File: src/rtl/counter_pkg.sv
// Shared widths, extended-count type and snapshot FSM states for the wrap extender.
package counter_pkg;
  localparam int LOW_W      = 4;
  localparam int WRAP_W_DEF = 12;
  localparam int EXT_W_DEF  = LOW_W + WRAP_W_DEF;

  typedef logic [EXT_W_DEF-1:0] ext_count_t;

  typedef enum logic {
    IDLE = 1'b0,
    HOLD = 1'b1
  } snap_state_t;
endpackage

File: src/rtl/counter_wrap_extender_if.sv
// Snapshot readout handshake; master drives valid/data/miss, slave drives req/ready.
interface counter_wrap_extender_if
  import counter_pkg::*;
#(
  parameter int DATA_W = EXT_W_DEF
);
  logic              snap_req;
  logic              snap_valid;
  logic [DATA_W-1:0] snap_data;
  logic              snap_ready;
  logic              snap_miss;

  modport master (
    input  snap_req,
    input  snap_ready,
    output snap_valid,
    output snap_data,
    output snap_miss
  );

  modport slave (
    output snap_req,
    output snap_ready,
    input  snap_valid,
    input  snap_data,
    input  snap_miss
  );
endinterface

File: src/rtl/wrap_edge_counter.sv
// Rising-edge detect on overflow plus saturating wrap counter; wrap_next is combinational
// (the value the count takes this edge), wrap_sat registered. No backpressure.
module wrap_edge_counter
  import counter_pkg::*;
#(
  parameter int WRAP_W = WRAP_W_DEF
) (
  input  logic              clk,
  input  logic              reset,
  input  logic              overflow_in,
  input  logic              clr,
  output logic [WRAP_W-1:0] wrap_next,
  output logic              wrap_sat
);
  logic              ov_q;
  logic              rise;
  logic              sat_next;
  logic [WRAP_W-1:0] wrap_count;

  assign rise = overflow_in & ~ov_q;

  // clr beats a coincident rise; at all-ones the count holds and only the flag moves.
  always_comb begin
    wrap_next = wrap_count;
    sat_next  = wrap_sat;
    if (clr) begin
      wrap_next = '0;
      sat_next  = 1'b0;
    end else if (rise) begin
      if (&wrap_count) begin
        sat_next = 1'b1;
      end else begin
        wrap_next = wrap_count + WRAP_W'(1);
      end
    end
  end

  always_ff @(posedge clk) begin
    if (reset) begin
      ov_q       <= 1'b0;
      wrap_count <= '0;
      wrap_sat   <= 1'b0;
    end else begin
      ov_q       <= overflow_in;
      wrap_count <= wrap_next;
      wrap_sat   <= sat_next;
    end
  end
endmodule

File: src/rtl/counter_wrap_extender.sv
// Extends a 4-bit counter with a wrap count, sticky threshold alarm and snapshot port.
// ext_count 1-cycle latency; snapshot held until snap_ready, requests during hold are dropped.
module counter_wrap_extender
  import counter_pkg::*;
#(
  parameter int                       WRAP_W = WRAP_W_DEF,
  parameter logic [LOW_W+WRAP_W-1:0]  THRESH = 16'h0100
) (
  input  logic                    clk,
  input  logic                    reset,
  input  logic [LOW_W-1:0]        counter_in,
  input  logic                    overflow_in,
  input  logic                    clr,
  input  logic                    alarm_clr,
  output logic [LOW_W+WRAP_W-1:0] ext_count,
  output logic                    wrap_sat,
  output logic                    alarm,
  counter_wrap_extender_if.master snap
);
  localparam int EXT_W = LOW_W + WRAP_W;

  logic [WRAP_W-1:0] wrap_next;
  logic [EXT_W-1:0]  ext_next;
  logic              alarm_next;

  snap_state_t       state;
  snap_state_t       state_next;
  logic              valid_next;
  logic [EXT_W-1:0]  data_next;
  logic              miss_next;

  wrap_edge_counter #(.WRAP_W(WRAP_W)) u_wrap (
    .clk         (clk),
    .reset       (reset),
    .overflow_in (overflow_in),
    .clr         (clr),
    .wrap_next   (wrap_next),
    .wrap_sat    (wrap_sat)
  );

  // Using the incoming high field keeps the 15->16 transition glitch-free.
  assign ext_next = {wrap_next, counter_in};

  always_comb begin
    alarm_next = alarm;
    if (ext_next >= THRESH) begin
      alarm_next = 1'b1;
    end else if (alarm_clr || clr) begin
      alarm_next = 1'b0;
    end
  end

  always_comb begin
    state_next = state;
    valid_next = snap.snap_valid;
    data_next  = snap.snap_data;
    miss_next  = snap.snap_miss;
    case (state)
      IDLE: begin
        if (snap.snap_req) begin
          data_next  = ext_next;
          valid_next = 1'b1;
          state_next = HOLD;
        end
      end
      HOLD: begin
        if (snap.snap_req) begin
          miss_next = 1'b1;
        end
        if (snap.snap_valid && snap.snap_ready) begin
          valid_next = 1'b0;
          state_next = IDLE;
        end
      end
      default: state_next = IDLE;
    endcase
  end

  always_ff @(posedge clk) begin
    if (reset) begin
      ext_count       <= '0;
      alarm           <= 1'b0;
      state           <= IDLE;
      snap.snap_valid <= 1'b0;
      snap.snap_data  <= '0;
      snap.snap_miss  <= 1'b0;
    end else begin
      ext_count       <= ext_next;
      alarm           <= alarm_next;
      state           <= state_next;
      snap.snap_valid <= valid_next;
      snap.snap_data  <= data_next;
      snap.snap_miss  <= miss_next;
    end
  end
endmodule
File: src/flat_wrapper.sv
// flat-port wrapper written by rule: the top's interface ports become plain ports
module counter_wrap_extender_flat import counter_pkg::*;
#(
  parameter int                       WRAP_W = WRAP_W_DEF,
  parameter logic [LOW_W+WRAP_W-1:0]  THRESH = 16'h0100
)
  (clk, reset, counter_in, overflow_in, clr, alarm_clr, ext_count, wrap_sat, alarm, snap_snap_req, snap_snap_ready, snap_snap_valid, snap_snap_data, snap_snap_miss);
  counter_wrap_extender_if snap_i ();
  input  logic clk;
  input  logic reset;
  input  logic [LOW_W-1:0] counter_in;
  input  logic overflow_in;
  input  logic clr;
  input  logic alarm_clr;
  output logic [LOW_W+WRAP_W-1:0] ext_count;
  output logic wrap_sat;
  output logic alarm;
  input wire logic [$bits(snap_i.snap_req)-1:0] snap_snap_req;
  input wire logic [$bits(snap_i.snap_ready)-1:0] snap_snap_ready;
  output wire logic [$bits(snap_i.snap_valid)-1:0] snap_snap_valid;
  output wire logic [$bits(snap_i.snap_data)-1:0] snap_snap_data;
  output wire logic [$bits(snap_i.snap_miss)-1:0] snap_snap_miss;
  assign snap_i.snap_req = snap_snap_req;
  assign snap_i.snap_ready = snap_snap_ready;
  assign snap_snap_valid = snap_i.snap_valid;
  assign snap_snap_data = snap_i.snap_data;
  assign snap_snap_miss = snap_i.snap_miss;
  counter_wrap_extender #(.WRAP_W(WRAP_W), .THRESH(THRESH)) u_core (.clk(clk), .reset(reset), .counter_in(counter_in), .overflow_in(overflow_in), .clr(clr), .alarm_clr(alarm_clr), .ext_count(ext_count), .wrap_sat(wrap_sat), .alarm(alarm), .snap(snap_i));
endmodule
File: config.mk
export PLATFORM = sky130hd
export DESIGN_NAME = counter_wrap_extender_flat
export DESIGN_NICKNAME = d
export VERILOG_FILES = /design/src/rtl/counter_pkg.sv /design/src/rtl/counter_wrap_extender_if.sv /design/src/rtl/wrap_edge_counter.sv /design/src/rtl/counter_wrap_extender.sv /design/src/flat_wrapper.sv
export SDC_FILE = /design/constraint.sdc
export NUM_CORES = 1
export LEC_CHECK = 0
export ABC_AREA = 1
export BUFFER_PORTS_ARGS = -buffer_cell sky130_fd_sc_hd__buf_2
export CAP_MARGIN = 20
export CORE_AREA = 2 2 81 44
export DETAILED_ROUTE_END_ITERATION = 12
export DIE_AREA = 0 0 83 46
export GPL_ROUTABILITY_DRIVEN = 0
export PLACE_DENSITY = 0.83
export SYNTH_ARGS = -nofsm -noshare
export SYNTH_HDL_FRONTEND = slang
export SYNTH_SLANG_ARGS = --single-unit
File: constraint.sdc
create_clock -name clk -period 3.73 [get_ports clk]
set_input_delay 0.373 -clock clk [delete_from_list [all_inputs] [get_ports clk]]
set_output_delay 0.373 -clock clk [all_outputs]
set_load 0.02 [all_outputs]
; Word level (Yosys, flattened, before mapping)
; Cells that the tools add are included.
[totals]
register_bits = 50
in_bits = 11
output_inout_bits = 36
wordCells = 36
[op_classes]
n_addsub = 1
order_cmp = 1
eq_ne = 2
n_mux = 11
bitwise = 3
reduce_logical = 9
[ops]
columns = op, count
row1 = 12-bit two-way mux, 3
row2 = "16-bit by 9-bit >= comparator with 1-bit output, second input constant", 1
row3 = 13-bit AND reduction, 1
row4 = "12-bit by 1-bit adder with 12-bit output, second input constant", 1
row5 = 12-bit AND reduction, 1
row6 = 1-bit two-way mux, 6
row7 = 2-bit AND reduction, 3
row8 = "2-bit != test, second input constant", 2
row9 = 1-bit case mux with 2 select lines, 2
row10 = 1-bit NOT, 2
row11 = 2-bit nonzero test, 1
row12 = 2-bit OR reduction, 1
row13 = 1-bit bitwise AND, 1
row14 = 1-bit logical AND, 1
row15 = 1-bit logical OR, 1

; Longest topological paths before layout
[depth]
word_depth = 6
ltp_mapped = 12
mapped_depth_nobuf = 12

; Hierarchy
; A second synthesis with hierarchy kept.
[hier_totals]
cells_unflattened = 288
area_unflattened_um2 = 2128.3
[modules_own_cells]
columns = module, n_inst, cells_each, area_each_um2, seq_area_each_um2
row1 = counter_wrap_extender, 1, 143, 1177.4, 720.7
row2 = wrap_edge_counter, 1, 145, 950.9, 280.3

; Worst setup path after synthesis
; No wires, ideal clock.
[synth_path]
path_kind = flip-flop to flip-flop
start = register u_core.u_wrap.wrap_count[0]
end = register u_core.alarm
setup_time_ps = 112
arrival_ps = 1531
required_time_ps = 3618
slack_ps = 2087
path_stages_with_launch = 13
path_buffers = 0
synth_period_minus_slack_ps = 1643
cell_sequence = dfxtp_1 ha_1 nand2_2 nor2_2 nand2_2 nand2_1 nand2_1 nor2_2 nor2_4 nor2_1 nand3_1 nor2_1 nor2_1
[synth_between]
elab_chain_len = 6
elab_cells_between_ends = 8
cone_classes = add/sub (1) / order compare (1) / mux (4) / reduce/logical (2)
[synth_rtl]
columns = item, line
row1 = start: declaration, wrap_edge_counter.sv:18  ; logic [WRAP_W-1:0] wrap_count;
row2 = start signal: assignment, wrap_edge_counter.sv:45  ; wrap_count <= wrap_next;
row3 = 12-bit by 1-bit adder with 12-bit output / 12-bit AND reduction (equally long branches), "wrap_edge_counter.sv:33, wrap_edge_counter.sv:30"
row4 = 12-bit two-way mux, wrap_edge_counter.sv:30  ; if (&wrap_count) begin
row5 = 12-bit two-way mux (*), wrap_edge_counter.sv:29  ; end else if (rise) begin
row6 = 12-bit two-way mux (*), wrap_edge_counter.sv:26  ; if (clr) begin
row7 = 16-bit by 9-bit >= comparator with 1-bit output (*), counter_wrap_extender.sv:46  ; if (ext_next >= THRESH) begin
row8 = 1-bit two-way mux / 2-bit nonzero test (equally long branches), -
row9 = end signal: assignment, counter_wrap_extender.sv:89  ; alarm <= alarm_next;
row10 = end: declaration, counter_wrap_extender.sv:17  ; output logic alarm,
; Mark *: on every way between the ends. The rest lies on a longest branch, timed or not.
; A chain may end at the register's enable or synchronous reset.

; Worst setup path after layout
[layout_path]
start = register u_core.state
end = register u_core.snap.snap_data[7]
[layout_between]
elab_chain_len = 2
[layout_rtl]
columns = item, line
row1 = start: declaration, counter_wrap_extender.sv:26  ; snap_state_t state;
row2 = start signal: assignment, counter_wrap_extender.sv:90  ; state <= state_next;
row3 = 1-bit NOT (no source line), -
row4 = 2-bit AND reduction (no source line), -
row5 = end signal: assignment, counter_wrap_extender.sv:92  ; snap.snap_data <= data_next;
row6 = end: declaration, counter_wrap_extender_if.sv:17  ; output snap_data,
; No other way between the ends.

==> flow_summary.json <==
{
  "status": "finished, final reports clean",
  "crit_family": "simple AND/OR/NAND/NOR gates",
  "end_kind": "register",
  "whs_ns": 0.281,
  "power_density_mw_per_mm2": 404,
  "start_util": 0.520,
  "io_pins": 47,
  "die_x_um": 83,
  "grt_pass1_wl_mm": 6.12,
  "setup-tns-final_ns": 0,
  "startpoint": "u_core.state$_SDFF_PP0_",
  "rows": 15,
  "synth_top_cell_by_area": "dfxtp_1",
  "hold_violations": 0,
  "hpwlAfterDp_mm": 2.93,
  "wl_per_cell_um": 12.4,
  "ant_nets": 0,
  "clock_latency_ns": 0.29,
  "dr.pass1.iters": 4,
  "synth_top_area_frac": 0.456,
  "crit_buf_inv": 2,
  "netlist_instances": 220,
  "finalCritPeriodShare": 0.466,
  "ys_warn_count": 0,
  "ys_seq_area_frac": 0.456,
  "core-area_mm2": 0.00321,
  "cts_root_buf": "clkbuf_8",
  "netlist_area_mm2": 0.00167,
  "die_height_um": 46,
  "synth_top_cells_by_area": "dfxtp_1, nand2_1, nor2_1, nand3_1, o21ai_0",
  "cap_violations": 0,
  "p_leak_nw": 0.967,
  "drc": 0,
  "wl_met3_um": 347,
  "max_freq_ghz": 0.575,
  "vias_per_cell": 5.09,
  "grt_max_degree": 21,
  "cp.arrival_ns": 1.94,
  "drv_slew": 0,
  "antenna_cells": 0,
  "cts_resized": 0,
  "grt_util_all_layers": 0.214,
  "finalNetCount": 278,
  "clock-sinks": 38,
  "synth.distinct_cells": 30,
  "synth_most_common_cell": "dfxtp_1",
  "setup_viol": 0,
  "cts_setup_buffers": 0,
  "routed_wl_mm": 3.82,
  "cp-start-kind": "register",
  "overflow": 0,
  "port_buffers": 46,
  "async_flop_share": 0,
  "r2r-start": "u_core.state$_SDFF_PP0_",
  "area_growth_pct": 20.2,
  "worstHoldStart": "snap_snap_ready",
  "drt_iter0_drc": 76,
  "cts_made_buffers": 5,
  "cts_max_level": 2,
  "cts_tree": "yes",
  "drive_above_1_share": 0.273,
  "synth_edf_count": 0,
  "synth.ff_latch_count": 38,
  "slew_headroom": 0.426,
  "wl_met2_mm": 1.46,
  "hp-class": "in -> reg",
  "top_layer": "met4",
  "synthesis.nets": 232,
  "min_period_ns": 1.74,
  "wl_met1_mm": 1.99,
  "synth_flop_cell": "dfxtp_1",
  "cp_slowest_cell": "nor2_1",
  "clk_pin_slew_worst_paths_ns": 0.07,
  "worst_pin_slew_ns": 0.858,
  "peakVddDrop_uv": 256,
  "crit_type": "reg -> reg",
  "clock_tree.buffer_depth": 2,
  "ys_top_cells_by_count": "dfxtp_1, nand2_1, nor2_1",
  "die_area_mm2": 0.00382,
  "slowest_delay_ns": 0.67,
  "hold_buffers": 0,
  "rsz0062_at_grt": "no",
  "cp_max_fo": 17,
  "grt_pass1_vias": 1289,
  "crit_chain": "nor2_1 -> buf_4 -> inv_1 -> o31ai_1",
  "required_ns": 3.93,
  "antenna_found_initial": 0,
  "fin_skew_ns": 0.00560,
  "vias": 1574,
  "synth.avg_cell_area_um2": 7.59
}
==> report_power, final <==
group | leakage, nW | switching (mW) | internal, mW
logic | 0.607 | 0.0610 | 0.0285
registers | 0.311 | 0.00965 | 0.424
clock network | 0.0482 | 0.138 | 0.149
==> worst reg2reg max path, cell delays in order, from the launching register on <==
cell	delay (ns)
dfxtp_1	0.35
nor2_1	0.67
buf_4	0.32
inv_1	0.10
o31ai_1	0.21
==> cells in the final DEF (no fill, tap or decap), types with 4 or more instances in the layout <==
cell type | netlist | final
nor2_1 | 31 | 31
inv_1 | 24 | 24
nand3b_1 | 4 | 4
nor2_4 | 4 | 4
nand2_1 | 32 | 32
clkbuf_8 | 0 | 6
nand2_2 | 4 | 4
buf_2 | 1 | 46
a21oi_1 | 14 | 14
o21ai_0 | 18 | 18
nor2_2 | 6 | 6
nand3_1 | 19 | 19
dfxtp_1 | 38 | 38
nand4_1 | 5 | 5
==> area by class of cell <==
cell class                      instances  area [µm²]
Clock inverter                          1        5.00
Inverter                               25        93.8
Tap cell                               42        52.6
Clock buffer                            7        86.3
Timing Repair Buffer                   47         238
Multi-Input combinational cell        149         771
Sequential cell                        38         761
Fill cell                             304        1200
==> routing by layer <==
metal | GRT usage | up-vias
li1 | - | 807
met1 | 0.308 | 694
met2 | 0.300 | 68
met3 | 0.0779 | 5
met4 | 0.0590 | 0
met5 | 0 | -
==> worst paths after layout <==
path	endpoint	slack, ns	cells after the start
hold reg to reg	u_core.u_wrap.wrap_sat$_SDFFE_PP0P_	0.45	2
setup reg to reg	u_core.snap.snap_data[7]$_SDFFE_PP0P_	1.99	4
hold / removal	u_core.snap.snap_valid$_SDFFE_PP0P_	0.28	2
setup / recovery	u_core.snap.snap_data[7]$_SDFFE_PP0P_	1.99	4
==> cells by family after synthesis <==
group / count (synthesis) / share of synthesized area
AND/OR/NAND/NOR: 108 / 0.323
XOR/XNOR: 1 / 0.00525
adder cells (fa/ha/maj): 1 / 0.00750
AO/OA/AOI/OAI: 39 / 0.126
flip-flops: 38 / 0.456
buffers and inverters: 33 / 0.0825
==> metrics by stage <==
stage	setup slack, ns	util	std cells	instance area [µm²]	power (mW)
2_1_floorplan	2.09	-	220	1670	0.502
3_3_place_gp	1.93	0.597	301	1920	0.530
3_5_place_dp	1.84	0.597	301	1920	0.532
4_1_cts	2.00	0.625	309	2010	0.814
5_1_grt	1.78	0.625	309	2010	0.846
6_report	1.99	0.625	309	2010	0.810
==> registers in the layout, indices dropped and copies added (netlist names) <==
name                      count
u_core.u_wrap.wrap_sat        1
u_core.snap.snap_data        16
u_core.u_wrap.wrap_count     12
u_core.u_wrap.ov_q            1
u_core.snap.snap_miss         1
u_core.state                  1
u_core.ext_count              4
u_core.alarm                  1
u_core.snap.snap_valid        1
No activity file was read; power rests on OpenSTA's default activity.
